`src/rtl/uart_transmitter.sv`:
```
// 8N1-style serial transmitter: one byte per tran_data strobe, sent LSB-first on tx.
// All outputs are registered. tx_done pulses in the final cycle of the last stop bit.
module uart_transmitter #(
  parameter int unsigned CLK_FREQ_HZ = 100_000_000,
  parameter int unsigned BAUD_RATE   = 115_200,
  parameter int unsigned STOP_BITS   = 1
) (
  input  logic       clock,
  input  logic       reset_n,
  input  logic [7:0] transmit_byte,
  input  logic       tran_data,
  output logic       tx_busy,
  output logic       tx_done,
  output logic       tx
);

  localparam int unsigned CLKS_PER_BIT = CLK_FREQ_HZ / BAUD_RATE;
  localparam int unsigned CntW         = (CLKS_PER_BIT > 1) ? $clog2(CLKS_PER_BIT) : 1;
  localparam logic [CntW-1:0] LastCnt    = CntW'(CLKS_PER_BIT - 1);
  localparam logic [CntW-1:0] PreLastCnt = CntW'(CLKS_PER_BIT - 2);
  localparam logic [2:0]      LastStop   = 3'(STOP_BITS - 1);

  if (CLKS_PER_BIT < 2) begin : gen_bad_baud
    $error("uart_transmitter: CLKS_PER_BIT must be at least 2");
  end
  if (STOP_BITS != 1 && STOP_BITS != 2) begin : gen_bad_stop
    $error("uart_transmitter: STOP_BITS must be 1 or 2");
  end

  typedef enum logic [1:0] {StIdle, StStart, StData, StStop} state_e;

  state_e          state_q;
  logic [CntW-1:0] baud_cnt_q;
  logic [2:0]      bit_idx_q;
  logic [7:0]      shift_q;

  wire bit_end = (baud_cnt_q == LastCnt);

  always_ff @(posedge clock or negedge reset_n) begin
    if (!reset_n) begin
      state_q    <= StIdle;
      baud_cnt_q <= '0;
      bit_idx_q  <= '0;
      shift_q    <= '0;
      tx         <= 1'b1;
      tx_busy    <= 1'b0;
      tx_done    <= 1'b0;
    end else begin
      tx_done <= 1'b0;
      unique case (state_q)
        StIdle: begin
          baud_cnt_q <= '0;
          bit_idx_q  <= '0;
          if (tran_data) begin
            shift_q <= transmit_byte;
            state_q <= StStart;
            tx      <= 1'b0;
            tx_busy <= 1'b1;
          end
        end
        StStart: begin
          if (bit_end) begin
            baud_cnt_q <= '0;
            state_q    <= StData;
            tx         <= shift_q[0];
          end else begin
            baud_cnt_q <= baud_cnt_q + CntW'(1);
          end
        end
        StData: begin
          if (bit_end) begin
            baud_cnt_q <= '0;
            if (bit_idx_q == 3'd7) begin
              bit_idx_q <= '0;
              state_q   <= StStop;
              tx        <= 1'b1;
            end else begin
              bit_idx_q <= bit_idx_q + 3'd1;
              shift_q   <= {1'b0, shift_q[7:1]};
              tx        <= shift_q[1];
            end
          end else begin
            baud_cnt_q <= baud_cnt_q + CntW'(1);
          end
        end
        StStop: begin
          // Raise done one edge early so it is high during the final stop cycle.
          tx_done <= (baud_cnt_q == PreLastCnt) && (bit_idx_q == LastStop);
          if (bit_end) begin
            baud_cnt_q <= '0;
            if (bit_idx_q == LastStop) begin
              bit_idx_q <= '0;
              state_q   <= StIdle;
              tx_busy   <= 1'b0;
            end else begin
              bit_idx_q <= bit_idx_q + 3'd1;
            end
          end else begin
            baud_cnt_q <= baud_cnt_q + CntW'(1);
          end
        end
        default: state_q <= StIdle;
      endcase
    end
  end

endmodule

```
`config.mk`:
```
export PLATFORM = sky130hd
export DESIGN_NAME = uart_transmitter
export DESIGN_NICKNAME = d
export VERILOG_FILES = /design/src/rtl/uart_transmitter.sv
export SDC_FILE = /design/constraint.sdc
export NUM_CORES = 1
export LEC_CHECK = 0
export ABC_AREA = 1
export BUFFER_PORTS_ARGS = -buffer_cell sky130_fd_sc_hd__buf_2
export CAP_MARGIN = 10
export CORE_ASPECT_RATIO = 0.5
export CORE_MARGIN = 2
export CORE_UTILIZATION = 36
export DETAILED_ROUTE_END_ITERATION = 16
export GPL_TIMING_DRIVEN = 0
export PLACE_DENSITY = 0.56
export SKIP_CTS_REPAIR_TIMING = 1
export SLEW_MARGIN = 20
export SYNTH_ARGS = -nofsm -noshare
export SYNTH_HDL_FRONTEND = slang
export SYNTH_SLANG_ARGS = --single-unit
```
`constraint.sdc`:
```
create_clock -name clock -period 2.04 [get_ports clock]
set_input_delay 0.204 -clock clock [delete_from_list [all_inputs] [get_ports clock]]
set_output_delay 0.204 -clock clock [all_outputs]
set_load 0.01 [all_outputs]
```
* Yosys cells after proc, flatten, opt, wreduce, memory -nomap -nowiden *
Index checks and enable logic that the tools add are counted.
Widths: inputs -> output; s select.

storage, ports and cells
  register bits after elaboration = 26
  bits in latches = 0
  memory bits (writable) = 0
  memory bits (read-only) = 0
  memories kept = 0

operators by class
  $add $sub $neg = 2
  $mul = 0
  divide/modulo/power cells = 0
  magnitude comparators = 0
  equal/unequal tests = 13
  shifts and indexed selects = 0
  multiplexer cells = 28
  bitwise operators = 0
  reductions and logical operators = 13

operator list
  kind                   number
  $mux 8                 3
  $eq 10x10->1 const B   2
  $pmux 10 s2            1
  $pmux 8 s2             1
  $ne 2x2->1 const B     7
  $mux 2                 6
  $mux 3                 4
  $reduce_and 4->1       3
  $add 10x1->10 const B  1
  $mux 10                1
  $pmux 3 s3             1
  $mux 1                 8
  $pmux 2 s4             1
  $reduce_and 6->1       1
  $reduce_bool 3->1      2
  $eq 2x2->1 const B     2
  $reduce_bool 2->1      2
  $add 3x1->3 const B    1
  $eq 3x3->1 const B     1
  $logic_not 3->1        1
  $pmux 1 s3             1
  $reduce_and 3->1       1
  $reduce_or 3->1        1
  $eq 2x1->1 const B     1
  other kinds (3)        3

* Depth between registers and ports, before layout *
Gate-level depths: netlist of the first run.

  word-level depth = 4
  gate-level depth with buffers = 9
  depth with buffers taken out = 9

* Worst setup path before layout of the first run *
No wires, ideal clock.

  kind = flip-flop to flip-flop
  start point = register state_q[1]
  end point = register shift_q[6]
  library setup time = 122 ps
  arrival = 1475 ps
  slack = 443 ps
  cell stages (with the launch flop) = 9
  path buffers = 1
  period minus slack after synthesis = 1597 ps
  cell sequence = dfrtp_1 > inv_1 > ha_1 > nor2_1 > nor2_1 > nand3_4 > buf_6 > nand2_1 > o21ai_2

between the ends
  word-level cells in the longest chain between the ends = 3

RTL lines
  item                                                       RTL line  text
  start, declared                                            32        state_e state_q;
  start signal, assigned                                     41        state_q <= StIdle;
  start signal, assigned                                     56        state_q <= StStart;
  start signal, assigned                                     64        state_q <= StData;
  $eq 2x2->1 or $logic_not 2->1 (tied branches)              50        unique case (state_q)
  $ne 2x2->1 (no line) or $reduce_bool 2->1 (tied branches)  -
  $reduce_and 4->1 (no line)                                 -
  end signal, assigned                                       55        shift_q <= transmit_byte;
  end signal, assigned                                       79        shift_q <= {1'b0, shift_q[7:1]};
  end, declared                                              35        logic [7:0] shift_q;

Several ways; a longest one is shown, not always the timed one.
A chain may end at the register's enable or synchronous reset.

* Worst setup path in the final report of the first run *
Same ends and word-level chain as after synthesis.

==> summary.txt, run 1 <==
Drt
  • Routed wl met2: 1300 µm
  • WL met3: ~86 µm
  • DR WL/cell: about 12 µm
  • Routed vias/inst: 4.67
  • Final wirelength: 2780 µm
  • ANT nets after route: 0
  • DRC errors left: 0
  • Via count: 1121
  • WL met1: 1400 µm
  • Top layer in use: met3
  • Initial DRT Pass Iterations: 4
  • DRT iter0 DRCs: 27

Pwr
  • Sequential share of power: 36.1%
  • Clock power share: 15.3%
  • Switching pwr: 948 µW
  • Comb power frac: between 40 and 50%
  • Total power: 2.23 mW
  • Leak: 0.815 nW
  • Int Pwr: 1.29 mW
  • Net Sw Frac: a little over two fifths
  • Power Density: 1320 nW/µm²
  • VDD IR max: 0.768 mV

Synth
  • Post-Syn Area per Cell: 8.87 µm²
  • Post-synth top flop: dfrtp_1
  • Synth Register Bits: 26
  • Synth Instances: 168
  • Yosys warns: 0
  • Post-synthesis sequential area ratio: 43.7%
  • Post-synth net total: 189
  • Asr flop ratio synth: 100%
  • Post-synth EDFFs: 0
  • Cell area after synthesis: around 1500 µm²
  • Cell variety after synth: 27

Layout
  • Layout cells sized above 1: 20.4%
  • Fillers: 400
  • Nets: 208
  • Synthesis-to-finish area growth: 13.4%
  • # diodes: 0
  • Commonest non-fill, non-tap cells in the layout: nand2_1, dfrtp_1, nor2_1
  • Finished Cell Area: 1690 µm²
  • Commonest non-fill, non-tap cell in the layout: nand2_1

Global routing
  • Total congestion overflow: 0
  • Initial antenna violation count: 0
  • Global-route wire length before repair: around 4900 µm
  • Vias in the first global route: ~1100
  • Largest net degree at the start of global routing: 27
  • GRT Overall Usage: 13.3%

Placed design
  • RePlAce Congestion: 0.767
  • Area of placed instances: around 1600 µm²
  • Final HPWL DP: slightly above 2000 µm
  • Port bufs: 13

Flow run
  • Maxcap violations: 0

Setup path
  • FF-to-FF Start: state_q[1]
  • Critical Path RT: 2250 ps
  • Crit Path Class: reg -> reg
  • Worst setup startpoint: state_q[1]
  • Nature of the critical path endpoint: register
  • Crit path launch type: register
  • Reg2Reg Depth: 9
  • Worst setup path end: shift_q[6]
  • Worst EP arrival: about 2100 ps
  • R2r setup slk: 190 ps
  • Worst Path Max Fanout: 10
  • Reg2reg end: shift_q[6]

Die
  • Core Area: approximately 3900 µm²
  • Initial Utilization: roughly 38%
  • Row cnt: 16
  • Horiz. Die Dim: 95.0 µm
  • Io pins: 14
  • Die height: approximately 49 µm
  • Die ar.: 4700 µm²

Timing
  • Fin Setup TNS: 0 ps
  • Final setup viols: 0
  • Fmax: around 540 MHz
  • Clock Skew: around 3 ps
  • RSZ-0062 raised after global routing: no
  • Slew HR: between 60% and 70%
  • Max Slew Vio Count: 0
  • Final worst-path cycle share: 90.6%
  • Final min period: approximately 1800 ps
  • Final Hold Fails: 0
  • WHS: 176 ps
  • Slew @ Worst Pin: 596 ps

Clock network
  • Worst-case clock buffer depth: 2
  • Clock Sinks: 26
  • Root buf cell: clkbuf_8
  • CTS tree: done
  • Clock buffer count from CTS: 3
  • H-tree Lvls: 1
  • Worst-Skew Late Latency: 270 ps
  • Clk slew on worst S/H paths: around 90 ps

Min path
  • Hold Path Class: in -> reg

Outcome
  • Status: finished, final reports clean
synthesized netlist by cell type (2+ instances only):
cell type	number	share of area, %
xor2_1	4	2.4
nor2_1	21	5.3
nor3b_1	2	1.0
nand3_1	12	4.0
mux2i_1	6	4.0
nand2_2	3	1.3
ha_1	10	8.4
o21ai_0	3	1.0
inv_1	13	3.3
o21ai_2	10	5.9
a21oi_1	3	1.0
dfrtp_1	25	42
nand2_1	40	10
o211ai_1	3	1.5
kinds of logic after synthesis:
logic type               share of synthesized area (%)
AO/OA/AOI/OAI                                     10.8
XOR/XNOR                                          2.94
adder cells (fa/ha/maj)                           8.40
buffers and inverters                             4.53
flip-flops                                        43.7
multiplexers                                      4.03
AND/OR/NAND/NOR                                   25.5
worst min-delay path by stage:
stage / start / to / cells past startpoint
6_report: tran_data / tx_busy / 3
5_1_grt: tran_data / tx_busy / 3
3_3_place_gp: reset_n / shift_q[3] / 1
2_1_floorplan: reset_n / baud_cnt_q[0] / 0
4_1_cts: reset_n / tx_busy / 1
3_5_place_dp: reset_n / shift_q[3] / 1
sequential cells by signal (all words and copies together) (netlist names):
register,cells
baud_cnt_q,10
shift_q,8
bit_idx_q,3
state_q,2
tx,1
tx_busy,1
tx_done,1
cell type report:
| cell class | count | area [µm²] | share of cell area [%] |
|---|---|---|---|
| Multi-Input combinational cell | 127 | 773 | 45.7 |
| Sequential cell | 26 | 652 | 38.6 |
| Timing Repair Buffer | 14 | 75.1 | 4.44 |
| Tap cell | 54 | 67.6 | 4.00 |
| Clock buffer | 4 | 55.1 | 3.26 |
| Inverter | 13 | 48.8 | 2.89 |
| Buffer | 2 | 18.8 | 1.11 |
worst max-delay path, cell delays in order, from the launching register on:
cell,delay (ps)
dfrtp_1,440
inv_1,230
ha_2,320
inv_1,80
nor2_1,180
nor2_1,110
nand3_4,130
buf_6,170
nand2_1,70
o21ai_2,50
routing by layer:
layer  track usage, %  vias up
met5                0        -
met4             2.90        0
met3             3.52        0
met2             21.4       14
met1             18.2      516
li1                 -      591
stage by stage:
step / util, % / std cells / worst slack, ps
final: 42.9 / 240 / 191
after global routing: 42.9 / 240 / 44.7
after CTS: 42.5 / 239 / 112
after detailed placement: 41.1 / 235 / 154
after global placement: 41.1 / 235 / 160
after floorplan: - / 168 / 443
power groups by stage:
stage / Sequential, mW / Combinational [mW] / Clock, mW
2_1_floorplan: 0.799 / 0.868 / 0
3_3_place_gp: 0.811 / 1.08 / 0
3_5_place_dp: 0.815 / 1.10 / 0
4_1_cts: 0.807 / 1.10 / 0.351
5_1_grt: 0.832 / 1.25 / 0.374
6_report: 0.807 / 1.09 / 0.342
No activity file was read; power rests on OpenSTA's default activity.
==> run 2: changes to the inputs <==
- CORE_UTILIZATION: 36 -> 50
- PLACE_DENSITY: 0.56 -> 0.72
==> summary.txt, run 2 (synthesized netlist as in run 1, its figures left out) <==
Die
  • Die height: around 43 µm
  • Die ar.: 3460 µm²
  • Horiz. Die Dim: about 80 µm
  • Core Area: around 2700 µm²
  • Row cnt: 13
  • Io pins: 14
  • Initial Utilization: 54.9%

Layout
  • Max reg flops: 10
  • Largest Register: baud_cnt_q
  • Biggest regs: baud_cnt_q x10, shift_q x8, bit_idx_q x3
  • Layout cells sized above 1: 20.4%
  • Commonest non-fill, non-tap cells in the layout: nand2_1, dfrtp_1, nor2_1
  • Commonest non-fill, non-tap cell in the layout: nand2_1
  • Synthesis-to-finish area growth: 12.0%
  • # diodes: 0
  • Nets: 208
  • Fillers: 235

Timing
  • Final setup viols: 0
  • Final min period: 1860 ps
  • RSZ-0062 raised after global routing: no
  • Fin Setup TNS: 0 ps
  • Max Slew Vio Count: 0
  • Slew @ Worst Pin: 585 ps
  • Clock Skew: between 2 and 3 ps
  • Fmax: 538 MHz
  • Final worst-path cycle share: 91.1%
  • Slew HR: roughly three fifths
  • Final Hold Fails: 0
  • WHS: 179 ps

Clock network
  • Worst-case clock buffer depth: 2
  • Worst-Skew Late Latency: 270 ps
  • Root buf cell: clkbuf_8
  • CTS tree: done
  • Clock Sinks: 26
  • Clk slew on worst S/H paths: approximately 90 ps
  • Clock buffer count from CTS: 3
  • H-tree Lvls: 1

Pwr
  • VDD IR max: between 0.8 and 0.9 mV
  • Leak: 0.815 nW
  • Sequential share of power: 36.0%
  • Clock power share: 15.2%
  • Int Pwr: 1.29 mW
  • Power Density: 1340 nW/µm²
  • Switching pwr: 957 µW
  • Net Sw Frac: between 40% and 50%
  • Comb power frac: 48.8%

Drt
  • DRC errors left: 0
  • Routed vias/inst: just over 5
  • DR WL/cell: 12.1 µm
  • ANT nets after route: 0
  • Final wirelength: approximately 2700 µm
  • Via count: between 1000 and 1500
  • DRT iter0 DRCs: 45
  • Initial DRT Pass Iterations: 4

Global routing
  • GRT Overall Usage: between 10% and 20%
  • Global-route wire length before repair: 4920 µm
  • Total congestion overflow: 0
  • Vias in the first global route: around 1100
  • Largest net degree at the start of global routing: 27
  • Initial antenna violation count: 0

Setup path
  • Largest delay share family, worst path: simple AND/OR/NAND/NOR gates
  • Max stage delay cell, worst path: dfrtp_1
  • Crit Path Class: reg -> reg
  • Crit path launch type: register
  • CP bufs+invs: 3
  • Worst EP arrival: 2070 ps
  • Largest stage delay on the critical path: 430 ps
  • Cell Chain, Critical Path: inv_1 > ha_2 > inv_1 > nor2_1 > nor2_1 > nand3_4 > buf_6 > nand2_1 > o21ai_2
  • Nature of the critical path endpoint: register
  • Worst Path Max Fanout: 10
  • Critical Path RT: between 2000 and 2500 ps

Placed design
  • Port bufs: 13
  • RePlAce Congestion: between 0.8 and 0.9
  • Final HPWL DP: ~2100 µm

Outcome
  • Status: finished, final reports clean

Min path
  • Hold Path Class: in -> reg

Flow run
  • Maxcap violations: 0
run 2: power by group through the flow:
stage          clock network (mW)  registers (mW)  logic (mW)
6_report                    0.341           0.808        1.09
3_3_place_gp                    0           0.811        1.06
3_5_place_dp                    0           0.821        1.10
5_1_grt                     0.359           0.832        1.26
4_1_cts                     0.342           0.810        1.11
2_1_floorplan                   0           0.799       0.868
run 2: worst paths after layout:
kind / from / to / slack [ps] / depth (start not counted)
setup reg to reg: state_q[1] / shift_q[6] / 180 / 9
max in group asynchronous: reset_n / baud_cnt_q[6] / 1190 / 2
min in group asynchronous: reset_n / shift_q[4] / 460 / 2
setup / recovery: state_q[1] / shift_q[6] / 180 / 9
hold reg to reg: tx / tx / 490 / 2
hold / removal: transmit_byte[7] / shift_q[7] / 180 / 3
run 2: cell type report:
class	instances	area, µm²	area share, %
Tap cell	37	46.3	2.77
Inverter	13	48.8	2.92
Buffer	2	18.8	1.12
Timing Repair Buffer	14	75.1	4.50
Clock buffer	4	55.1	3.30
Multi-Input combinational cell	127	773	46.3
Sequential cell	26	652	39.1
run 2: per-stage QoR:
| step | util [%] | setup slack, ps | power (mW) | std cells | instance area, µm² |
|---|---|---|---|---|---|
| final | 61.4 | 182 | 2.24 | 223 | 1670 |
| after CTS | 61.0 | 111 | 2.26 | 222 | 1660 |
| after detailed placement | 59.0 | 132 | 1.92 | 218 | 1600 |
| after global placement | 59.0 | 183 | 1.87 | 218 | 1600 |
| after floorplan | - | 443 | 1.67 | 168 | 1490 |
| after global routing | 61.4 | 58.0 | 2.45 | 223 | 1670 |
run 2: layer usage:
metal,share of wire (%),track usage (%),wire length (µm)
met4,0.44,2.03,12
met1,47,23.7,1270
met5,0,0,0
met2,48,31.7,1280
met3,4.9,5.82,132
run 2: worst min-delay path, delay by kind of cell:
kind                   cells  cell delay [ps]
and+or+nand+nor            1               70
AOI/OAI and AO/OA          1               60
buffers and inverters      1              100
